File: config.mk
export PLATFORM = sky130hd
export DESIGN_NAME = ball_serve
export DESIGN_NICKNAME = d
export VERILOG_FILES = /design/src/rtl/ball_serve.sv
export SDC_FILE = /design/constraint.sdc
export NUM_CORES = 1
export LEC_CHECK = 0
export CORE_MARGIN = 3
export CORE_UTILIZATION = 40
export DETAILED_ROUTE_END_ITERATION = 16
export MAX_ROUTING_LAYER = met4
export SLEW_MARGIN = 20
export SYNTH_ARGS = -nofsm -noshare
export SYNTH_HDL_FRONTEND = slang
export SYNTH_SLANG_ARGS = --single-unit
export TNS_END_PERCENT = 10
File: constraint.sdc
create_clock -name clk_i -period 5.4 [get_ports clk_i]
set_input_delay 1.08 -clock clk_i [delete_from_list [all_inputs] [get_ports clk_i]]
set_output_delay 1.08 -clock clk_i [all_outputs]
set_load 0.005 [all_outputs]
File: src/rtl/ball_serve.sv
// rtl/ball_serve.sv - pong serve controller: frame delay, random serve draw, valid/ready offer
module ball_serve #(
  parameter int RND_NUM_W   = 16,
  parameter int SCREEN_H    = 480,
  parameter int BALL_SIZE   = 8,
  parameter int MARGIN      = 16,
  parameter int SERVE_DELAY = 60
) (
  input  logic                         clk_i,
  input  logic                         rst_ni,
  input  logic [RND_NUM_W-1:0]         rnd_num_i,
  input  logic                         frame_tick_i,
  input  logic                         start_i,
  input  logic                         goal_left_i,
  input  logic                         goal_right_i,
  output logic                         serve_valid_o,
  input  logic                         serve_ready_i,
  output logic [$clog2(SCREEN_H)-1:0]  ball_y_o,
  output logic                         dir_x_o,
  output logic                         dir_y_o,
  output logic [1:0]                   speed_y_o,
  output logic                         in_play_o
);

  localparam int Y_W     = $clog2(SCREEN_H);
  localparam int Y_RANGE = SCREEN_H - BALL_SIZE - 2 * MARGIN;
  localparam int CNT_W   = $clog2(SERVE_DELAY + 1);

  localparam logic [Y_W-1:0]   Y_RANGE_V = Y_W'(Y_RANGE);
  localparam logic [Y_W-1:0]   MARGIN_V  = Y_W'(MARGIN);
  localparam logic [Y_W-1:0]   Y_RESET_V = Y_W'((SCREEN_H - BALL_SIZE) / 2);
  localparam logic [CNT_W-1:0] DELAY_V   = CNT_W'(SERVE_DELAY);
  localparam logic [CNT_W-1:0] CNT_ONE   = CNT_W'(1);

  typedef enum logic [2:0] {
    S_IDLE,
    S_DELAY,
    S_DRAW,
    S_OFFER,
    S_PLAY
  } state_t;

  state_t           state_q;
  state_t           state_d;
  logic [CNT_W-1:0] cnt_q;
  logic [Y_W-1:0]   y_q;
  logic [3:0]       r_hi_q;        // r[Y_W+3:Y_W]: dir_x, speed[1:0], dir_y
  logic             from_start_q;  // current serve follows start_i, not a goal
  logic             pend_dir_x_q;  // dir_x chosen by the last goal

  logic             tick_done;
  logic             y_big;
  logic             goal_any;
  logic             accept;
  logic [1:0]       speed_raw;

  // Only the low Y_W+4 random bits shape a serve; the rest are deliberately dropped.
  if (RND_NUM_W > Y_W + 4) begin : g_rnd_spare
    logic unused_rnd_hi;
    assign unused_rnd_hi = ^rnd_num_i[RND_NUM_W-1:Y_W+4];
  end

  assign tick_done = frame_tick_i && ((cnt_q + CNT_ONE) == DELAY_V);
  assign y_big     = (y_q >= Y_RANGE_V);
  assign goal_any  = goal_left_i | goal_right_i;
  assign accept    = serve_valid_o & serve_ready_i;
  assign speed_raw = r_hi_q[2:1];

  // State register with asynchronous reset back to IDLE.
  always_ff @(posedge clk_i or negedge rst_ni) begin
    if (!rst_ni) begin
      state_q <= S_IDLE;
    end else begin
      state_q <= state_d;
    end
  end

  // Next-state logic; inputs not relevant to the current state are ignored.
  always_comb begin
    state_d = state_q;
    case (state_q)
      S_IDLE:  if (start_i)   state_d = S_DELAY;
      S_DELAY: if (tick_done) state_d = S_DRAW;
      S_DRAW:  if (!y_big)    state_d = S_OFFER;
      S_OFFER: if (accept)    state_d = S_PLAY;
      S_PLAY:  if (goal_any)  state_d = S_DELAY;
      default:                state_d = S_IDLE;
    endcase
  end

  // Datapath: frame counter, random capture, range fold and registered serve outputs.
  always_ff @(posedge clk_i or negedge rst_ni) begin
    if (!rst_ni) begin
      cnt_q         <= '0;
      y_q           <= '0;
      r_hi_q        <= '0;
      from_start_q  <= 1'b1;
      pend_dir_x_q  <= 1'b1;
      serve_valid_o <= 1'b0;
      in_play_o     <= 1'b0;
      ball_y_o      <= Y_RESET_V;
      dir_x_o       <= 1'b1;
      dir_y_o       <= 1'b0;
      speed_y_o     <= 2'd1;
    end else begin
      case (state_q)
        S_IDLE: begin
          if (start_i) begin
            cnt_q        <= '0;
            from_start_q <= 1'b1;
          end
        end
        S_DELAY: begin
          if (frame_tick_i) begin
            cnt_q <= cnt_q + CNT_ONE;
            if (tick_done) begin
              y_q    <= rnd_num_i[Y_W-1:0];
              r_hi_q <= rnd_num_i[Y_W+3:Y_W];
            end
          end
        end
        S_DRAW: begin
          // One subtraction per cycle keeps the fold cheap; at most one is needed at defaults.
          if (y_big) begin
            y_q <= y_q - Y_RANGE_V;
          end else begin
            ball_y_o  <= MARGIN_V + y_q;
            dir_y_o   <= r_hi_q[0];
            speed_y_o <= (speed_raw == 2'd0) ? 2'd1 : speed_raw;
            dir_x_o   <= from_start_q ? r_hi_q[3] : pend_dir_x_q;
          end
        end
        S_OFFER: begin
          // Valid rises one cycle after the outputs load, then holds until accepted.
          if (accept) begin
            serve_valid_o <= 1'b0;
            in_play_o     <= 1'b1;
          end else begin
            serve_valid_o <= 1'b1;
          end
        end
        S_PLAY: begin
          if (goal_any) begin
            in_play_o    <= 1'b0;
            cnt_q        <= '0;
            from_start_q <= 1'b0;
            // Serve heads toward the side that conceded; left wins a tie.
            pend_dir_x_q <= ~goal_left_i;
          end
        end
        default: begin
          serve_valid_o <= 1'b0;
          in_play_o     <= 1'b0;
        end
      endcase
    end
  end

endmodule

==> reports/metrics.csv, run 1 <==
metric,value,unit
leakage,1.01,nW
gr-usage-met3,3.08,%
worstSkewPairLatency,290,ps
wl_per_cell,14.3,um
slew_headroom,43.1,%
postCtsSetupBuffers,0,
vias,1495,
drv_cap,0,
vdd_ir_drop_max,85.5,uV
pwr-share-comb,13.6,%
hp-class,reg -> reg,
required,5570,ps
final_common_cell,clkdlybuf4s50_1,
ys_seq_elements,39,
dp_hpwl,2810,um
fin_crit,2610,ps
post-place-ws,2480,ps
yosysTopAreaCellShare,38.4,%
drive_gt1_share,17.1,%
crit_buf_inv,1,
final_util,53.4,%
place_congestion,0.887,
cp_max_fo,10,
synthTopCellsByArea,"dfrtp_1 (38%), dfstp_2 (12%), mux2_2 (8.1%), o21ai_0 (4.1%), nand2_1 (4.0%)",
fin_area,0.00242,mm2
outcome,finished clean,
cpPeakStageDelay,560,ps
die_h,75.9,um
power.density,250,mW/mm2
grt-ovfl-total,0,
use_met1,20.1,%
fp.dieArea,0.00577,mm2
cp_slowest_cell,clkdlybuf4s50_1,
num_rows,24,
cts_tree,yes,
worst_slew_pin_slew,854,ps
antenna_found_initial,0,
grt-busiest-layer,met2,
avgSynthCellArea,10.7,um2
grt_pass1_wl,6980,um
synthCells,183,
synth_seq_area_share,50.4,%
synth_warnings,0,
ys_types,41,
die_w,75.9,um
setup_viol,0,
cts_buffer_depth,2,
nets,243,
crit_family,simple AND/OR/NAND/NOR gates,
track_usage,15.3,%
finalMaxSlewViolations,0,
rsz0062_at_grt,false,
cts-root-buf,clkbuf_8,
diodes,0,
power_switching,0.161,mW
post_drt_via_cell_ratio,5.32,
clkPwrFrac,32.6,%
cts_made_buffers,5,
netlist_area,0.00196,mm2
placedInstanceArea,0.00234,mm2
met2_usage,23.2,%
path_cells,clkdlybuf4s50_1 > nand4_1 > or3b_1 > o2bb2ai_4 > a21boi_2 > mux2i_1,
syn_nets,210,
final_cell_mix,"clkdlybuf4s50_1 (33), dfrtp_1 (30), nand2_1 (21), o21ai_0 (16)",
postRouteAntennaNets,0,
grt_pass1_vias,1480,
cp_data_arrival_time,2780,ps
htree_num_levels,2,
setup_slack,2790,ps
hold_viol_final,0,
io_pins,38,
core_area,0.00453,mm2
synth-edff-count,0,
p_int,0.445,mW
cts_resized,0,
drc,0,
grt_max_degree,40,
firstDrtPassIters,4,
skew,6.92,ps
worstSetupEndpointType,register,
fmax,0.383,GHz
routed_wl,4020,um
drtIter0Drc,127,
start_util,43.2,%
pwr-share-seq,53.8,%
async_flop_share,100,%
switching_share,26.6,%
cts_hold_buffers,0,
area_growth,23.8,%
port_buffers,34,
tns,0,ps
clkSinkCount,39,
synth.largest_area_cell,dfrtp_1,
synthFlopType,dfrtp_1,
timing.final.crit_share,48.3,%
crit_type,in -> reg,
critical_path.startpoint_type,input pin,
cts.reportedPaths.clkPinSlew,70,ps
power groups by stage:
stage	Clock (mW)	Combinational, mW	Sequential [mW]
after floorplan	0	0.0525	0.326
after detailed placement	0	0.0825	0.331
final	0.198	0.0823	0.326
after CTS	0.207	0.0829	0.326
after global placement	0	0.0791	0.330
after global routing	0.219	0.0923	0.329
state kept, by name, indices dropped and copies added, names as in the netlist:
register / count
y_q: 9
serve_valid_o: 1
in_play_o: 1
r_hi_q: 4
state_q: 3
from_start_q: 1
dir_y_o: 1
dir_x_o: 1
pend_dir_x_q: 1
speed_y_o: 2
ball_y_o: 9
cnt_q: 6
stage by stage:
step                power, mW  hold slack (ps)  instances
floorplan               0.378              445        183
global placement        0.409              463        274
detailed placement      0.414              479        274
CTS                     0.616              490        281
global route            0.640              511        281
finish                  0.607              484        281
cells by family after synthesis:
group           count (synthesis)  synth area share (%)
buf+inv                        11                  2.49
mux                            16                  9.08
fa+ha+maj                       4                  2.56
xor+xnor                        6                  2.69
simple gates                   58                  16.5
compound gates                 49                  16.2
flops                          39                  50.4
synth_stat cells (4+ instances only):
| master | instances |
|---|---|
| nand2_1 | 21 |
| dfstp_2 | 9 |
| a21oi_1 | 14 |
| nand3_1 | 10 |
| nor2_1 | 5 |
| clkbuf_1 | 6 |
| mux2_2 | 14 |
| ha_1 | 4 |
| nand2b_1 | 4 |
| dfrtp_1 | 30 |
| o21ai_0 | 16 |
| nand3b_1 | 4 |
cell type report:
type                    instances  area, um2
clock buffers                   6       82.6
flip-flops and latches         39        987
clock inverters                 1       5.00
well taps                      65       81.3
fillers                       387       2110
repair buffers                 34        335
inverters                       3       11.3
multi-input cells             133        921
routing by layer:
metal  vias up  part of all wire (%)
met2        56                    46
met1       711                    46
met5         -                     0
met4         0                   1.0
li1        722                     -
met3         6                   6.3
final timing paths:
path | from | endpoint | slack [ps] | cells past startpoint
max | frame_tick_i | y_q[3] | 2790 | 6
min | ball_y_o[7] | ball_y_o[7] | 480 | 2
max reg2reg | state_q[2] | ball_y_o[1] | 2940 | 4
min reg2reg | ball_y_o[7] | ball_y_o[7] | 480 | 2
max in group asynchronous | rst_ni | speed_y_o[1] | 3960 | 1
min in group asynchronous | rst_ni | cnt_q[3] | 890 | 1
worst reg2reg max path, stage by stage, from the launching register on:
cell and delay (ps):
dfrtp_1 560, nor2_1 190, and2_0 590, nand2b_1 580, mux2_2 440
Power figures use the tool's default switching activity.
==> run 2, diff against run 1 <==
==> constraint.sdc (replaced) <==
create_clock -name clk_i -period 2.5 [get_ports clk_i]
set_input_delay 0.5 -clock clk_i [delete_from_list [all_inputs] [get_ports clk_i]]
set_output_delay 0.5 -clock clk_i [all_outputs]
set_load 0.005 [all_outputs]
==> run 2 against run 1 <==
Clock-buffer cell count shrank 1. Clock skew rose by 2.6 ps. Critical path depth down 1. Cell area rose by 2.4%. Cell count rose by 2.8%. Via count down 1.4%. Combinational power rose by 120%. Largest cell class unchanged.
==> reports/metrics.csv, run 2 (synthesis results as in run 1) <==
metric,value,unit,change
outcome,finished clean,,unchanged
die_h,75.9,um,unchanged
largest_registers,"ball_y_o (9), y_q (9), cnt_q (6)",,unchanged
drive_gt1_share,20.1,%,was 17.1%
postCtsSetupBuffers,0,,unchanged
grt_pass1_vias,1419,,was 1480
num-fill-cells,406,,was 387
cts_buffer_depth,2,,unchanged
cts_tree,yes,,unchanged
start_util,43.2,%,unchanged
post_drt_via_cell_ratio,5.10,,was 5.32
skew,9.53,ps,was 6.92 ps
hold_viol_final,0,,unchanged
fin_crit,2040,ps,
critical_path.startpoint_type,register,,was input pin
postRouteAntennaNets,0,,unchanged
place_congestion,0.874,,was 0.887
drv_cap,0,,unchanged
cts_hold_buffers,0,,unchanged
required,2680,ps,was 5570 ps
cts.reportedPaths.clkPinSlew,90,ps,was 70 ps
cts_made_buffers,5,,unchanged
crit_type,reg -> reg,,was in -> reg
io_pins,38,,unchanged
slew_headroom,43.4,%,was 43.1%
cts-root-buf,clkbuf_8,,unchanged
routed_wl,3920,um,was 4020 um
cts_resized,0,,unchanged
grt-ovfl-total,0,,unchanged
dp_hpwl,2810,um,about the same
grt_max_degree,40,,unchanged
area_growth,26.8,%,was 23.8%
htree_num_levels,2,,unchanged
vias,1474,,was 1495
nets,250,,was 243
cp_max_fo,13,,was 10
worstSetupEndpointType,register,,unchanged
fmax,0.490,GHz,
core_area,0.00453,mm2,unchanged
final_common_cell,clkdlybuf4s50_1,,unchanged
clkSinkCount,39,,unchanged
track_usage,15.0,%,was 15.3%
cp_data_arrival_time,2220,ps,was 2780 ps
port_buffers,34,,unchanged
power.density,534,mW/mm2,was 250 mW/mm2
final_util,54.7,%,was 53.4%
worst_slew_pin_slew,849,ps,was 854 ps
final_cell_mix,"clkdlybuf4s50_1 (33), dfrtp_1 (30), nand2_1 (21), o21ai_0 (16)",,unchanged
drc,0,,unchanged
tns,0,ps,unchanged
firstDrtPassIters,4,,unchanged
diodes,0,,unchanged
rsz0062_at_grt,false,,unchanged
vdd_ir_drop_max,314,uV,was 85.5 uV
die_w,75.9,um,unchanged
fp.dieArea,0.00577,mm2,unchanged
grt_pass1_wl,6830,um,was 6980 um
finalMaxSlewViolations,0,,unchanged
setup_viol,0,,unchanged
hp-class,in -> async,,was reg -> reg
leakage,1.03,nW,was 1.01 nW
worstSkewPairLatency,300,ps,was 290 ps
num_rows,24,,unchanged
antenna_found_initial,0,,unchanged
drtIter0Drc,124,,was 127
timing.final.crit_share,81.6,%,
wl_per_cell,13.6,um,was 14.3 um
[run 2: per-layer routing]
layer  routed length (um)  GRT usage [%]
met5                    0              -
met4                   69           5.43
met3                  212           4.03
met2                 1770           21.2
met1                 1870           20.7
[run 2: power by group]
group / total (mW) / internal [mW] / switching [mW]
clock network: 0.439 / 0.199 / 0.240
registers: 0.706 / 0.663 / 0.0431
logic: 0.180 / 0.0862 / 0.0938
total: 1.33 / 0.949 / 0.377
[run 2: worst max-delay path, stage by stage, from the launching register on]
cell and delay [ps]:
dfrtp_1 430, ha_1 290, nand4bb_1 140, o22ai_1 170
nand2b_1 480, mux2_2 410
[run 2: path summary, 6_finish.rpt]
kind	startpoint	endpoint	slack (ps)	cells past startpoint
worst max-delay path	y_q[5]	speed_y_o[1]	460	5
min in group clk_i	ball_y_o[4]	ball_y_o[4]	480	2
worst min-delay path	rst_ni	y_q[8]	310	1
max in group asynchronous	rst_ni	ball_y_o[4]	1660	1
worst max register to register	y_q[5]	speed_y_o[1]	460	5
worst min register to register	ball_y_o[4]	ball_y_o[4]	480	2
[run 2: area by class of cell]
class                      instances  area [um2]  share of cell area, %
inverter                           3        11.3                  0.454
clock buffer                       5        68.8                   2.77
multi-input combinational        133         921                   37.1
tap                               65        81.3                   3.28
sequential                        39         987                   39.8
timing repair buffer              41         388                   15.6
clock inverter                     3        23.8                  0.958
[run 2: metrics by stage]
step	hold WS (ps)	instances	power (mW)	setup WS, ps	instance area (um2)
final	312	289	1.33	460	2480
after CTS	347	289	1.34	439	2480
after global placement	459	281	0.888	274	2390
after detailed placement	467	281	0.900	238	2390
after global routing	374	289	1.40	294	2480
after floorplan	204	183	0.817	700	1960
==> run 3, diff against run 2 <==
--- a/config.mk
+++ b/config.mk
@@ -9,6 +9,7 @@
 export CORE_UTILIZATION = 40
 export DETAILED_ROUTE_END_ITERATION = 16
 export MAX_ROUTING_LAYER = met4
+export PLACE_DENSITY = 0.67
 export SLEW_MARGIN = 20
 export SYNTH_ARGS = -nofsm -noshare
 export SYNTH_HDL_FRONTEND = slang
==> constraint.sdc (replaced) <==
create_clock -name clk_i -period 1.8 [get_ports clk_i]
set_input_delay 0.36 -clock clk_i [delete_from_list [all_inputs] [get_ports clk_i]]
set_output_delay 0.36 -clock clk_i [all_outputs]
set_load 0.005 [all_outputs]
==> run 3 against run 2 <==
Die area stayed put. Largest cell class unchanged. Highest routed layer unchanged. Critical path type unchanged. Critical endpoint is now y_q[7]. Critical path depth up 2. Sequential power increased by 38%. Cell count is 7.3% higher.
==> reports/metrics.csv, run 3 (synthesis results as in run 1) <==
metric,value,unit,change
cts_tree,yes,,unchanged
fin_area,0.00266,mm2,was 0.00248 mm2
clkSinkCount,39,,unchanged
core_area,0.00453,mm2,unchanged
num-fill-cells,390,,was 406
wl_per_cell,13.1,um,was 13.6 um
setup_viol,0,,unchanged
postRouteAntennaNets,0,,unchanged
setup_slack,80.5,ps,was 460 ps
worst_slew_pin_slew,492,ps,was 849 ps
crit_type,reg -> reg,,unchanged
power.density,709,mW/mm2,was 534 mW/mm2
cts-root-buf,clkbuf_8,,unchanged
track_usage,15.2,%,was 15.0%
crit_family,flip-flops,,was simple AND/OR/NAND/NOR gates
cts.reportedPaths.clkPinSlew,80,ps,was 90 ps
cts_hold_buffers,0,,unchanged
port_buffers,34,,unchanged
cts_made_buffers,5,,unchanged
path_cells,ha_2 > xnor2_1 > or3b_4 > o2bb2ai_4 > buf_4 > a21oi_1 > a21oi_1,,was ha_1 > nand4bb_1 > o22ai_1 > nand2b_1 > mux2_2
seqCellArea,987,um2,unchanged
fp.dieArea,0.00577,mm2,unchanged
vdd_ir_drop_max,516,uV,was 314 uV
crit_buf_inv,1,,was 0
largest_registers,"ball_y_o (9), y_q (9), cnt_q (6)",,unchanged
grt_pass1_vias,1545,,was 1419
place_congestion,0.840,,was 0.874
leakage,1.15,nW,was 1.03 nW
io_pins,38,,unchanged
fmax,0.582,GHz,was 0.490 GHz
vias,1589,,was 1474
final_util,58.7,%,was 54.7%
worstSetupEndpointType,register,,unchanged
drive_gt1_share,28.2,%,was 20.1%
start_util,43.2,%,unchanged
diodes,0,,unchanged
cts_buffer_depth,2,,unchanged
fin_crit,1720,ps,was 2040 ps
area_growth,35.9,%,was 26.8%
rsz0062_at_grt,true,,was false
required,2010,ps,was 2680 ps
skew,6.14,ps,was 9.53 ps
die_h,75.9,um,unchanged
drc,0,,unchanged
dp_hpwl,2910,um,was 2810 um
firstDrtPassIters,4,,unchanged
die_w,75.9,um,unchanged
cp_data_arrival_time,1930,ps,was 2220 ps
outcome,finished clean,,unchanged
finalMaxSlewViolations,0,,unchanged
worstSkewPairLatency,290,ps,was 300 ps
routed_wl,4070,um,was 3920 um
hold_viol_final,0,,unchanged
final_common_cell,clkdlybuf4s50_1,,unchanged
drv_cap,0,,unchanged
cp_max_fo,5,,was 13
num_rows,24,,unchanged
post-place-ws,-196,ps,was 238 ps
cpPeakStageDelay,420,ps,was 480 ps
timing.final.crit_share,95.5,%,was 81.6%
finalPower,1.89,mW,was 1.33 mW
grt-ovfl-total,0,,unchanged
path_common_cell,a21oi_1,,
grt_pass1_wl,7010,um,was 6830 um
grt_max_degree,40,,unchanged
drtIter0Drc,83,,was 124
hold_ws,120,ps,was 312 ps
cp_slowest_cell,dfrtp_1,,was nand2b_1
post_drt_via_cell_ratio,5.13,,was 5.10
tns,0,ps,unchanged
slew_headroom,67.2,%,was 43.4%
placedInstanceArea,0.00255,mm2,was 0.00239 mm2
htree_num_levels,2,,unchanged
placed_cells,301,,was 281
critical_path.startpoint_type,register,,unchanged
instances_no_fill,310,,was 289
multi_input_area,930,um2,was 921 um2
final_cell_mix,"clkdlybuf4s50_1 (33), dfrtp_1 (30), buf_4 (26), nand2_1 (21), o21ai_0 (16)",,"was clkdlybuf4s50_1 (33), dfrtp_1 (30), nand2_1 (21), o21ai_0 (16)"
nets,271,,was 250
hp-class,in -> async,,unchanged
antenna_found_initial,0,,unchanged
[run 3: changes by cell type in the layout (fill, tap and decap cells not counted), sizes merged]
cell	change
clkinv	+1
inv	-1
buf	+21
[run 3: per-layer routing]
layer | track usage [%] | share of wire [%] | vias to the layer above
li1 | - | - | 787
met1 | 19.8 | 48 | 753
met2 | 23.6 | 47 | 42
met3 | 3.20 | 4.0 | 7
met4 | 5.25 | 1.4 | 0
met5 | - | 0 | -
[run 3: path summary, 6_finish.rpt]
check                       startpoint  slack [ps]  cells past startpoint          end
setup / recovery              cnt_q[1]          80                      7       y_q[7]
hold / removal                  rst_ni         120                      2  ball_y_o[8]
setup reg to reg              cnt_q[1]          80                      7       y_q[7]
hold reg to reg            ball_y_o[7]         480                      2  ball_y_o[7]
max in group asynchronous       rst_ni        1320                      2      dir_x_o
min in group clk_i         ball_y_o[7]         480                      2  ball_y_o[7]
[run 3: worst reg2reg max path: stages (launching register included)]
cell       delay, ps
dfrtp_1          420
ha_2             210
xnor2_1          130
or3b_4           390
o2bb2ai_4        190
buf_4            150
a21oi_1           60
a21oi_1          110
[run 3: area by class of cell]
type | instances | area share [%]
Sequential cell | 39 | 37.1
Multi-Input combinational cell | 133 | 34.9
Timing Repair Buffer | 62 | 21.1
Tap cell | 65 | 3.06
Clock buffer | 5 | 2.59
Clock inverter | 3 | 0.753
Inverter | 3 | 0.423
[run 3: repair_timing]
item	4_1_cts	5_1_grt
resized for setup	0	3
setup buffers	0	1
endpoints found under the setup margin	0	12
[run 3: power by group]
part	internal, mW	switching, mW	leakage, nW
sequential	0.921	0.0518	0.495
clock	0.270	0.317	0.0402
combinational	0.179	0.147	0.612
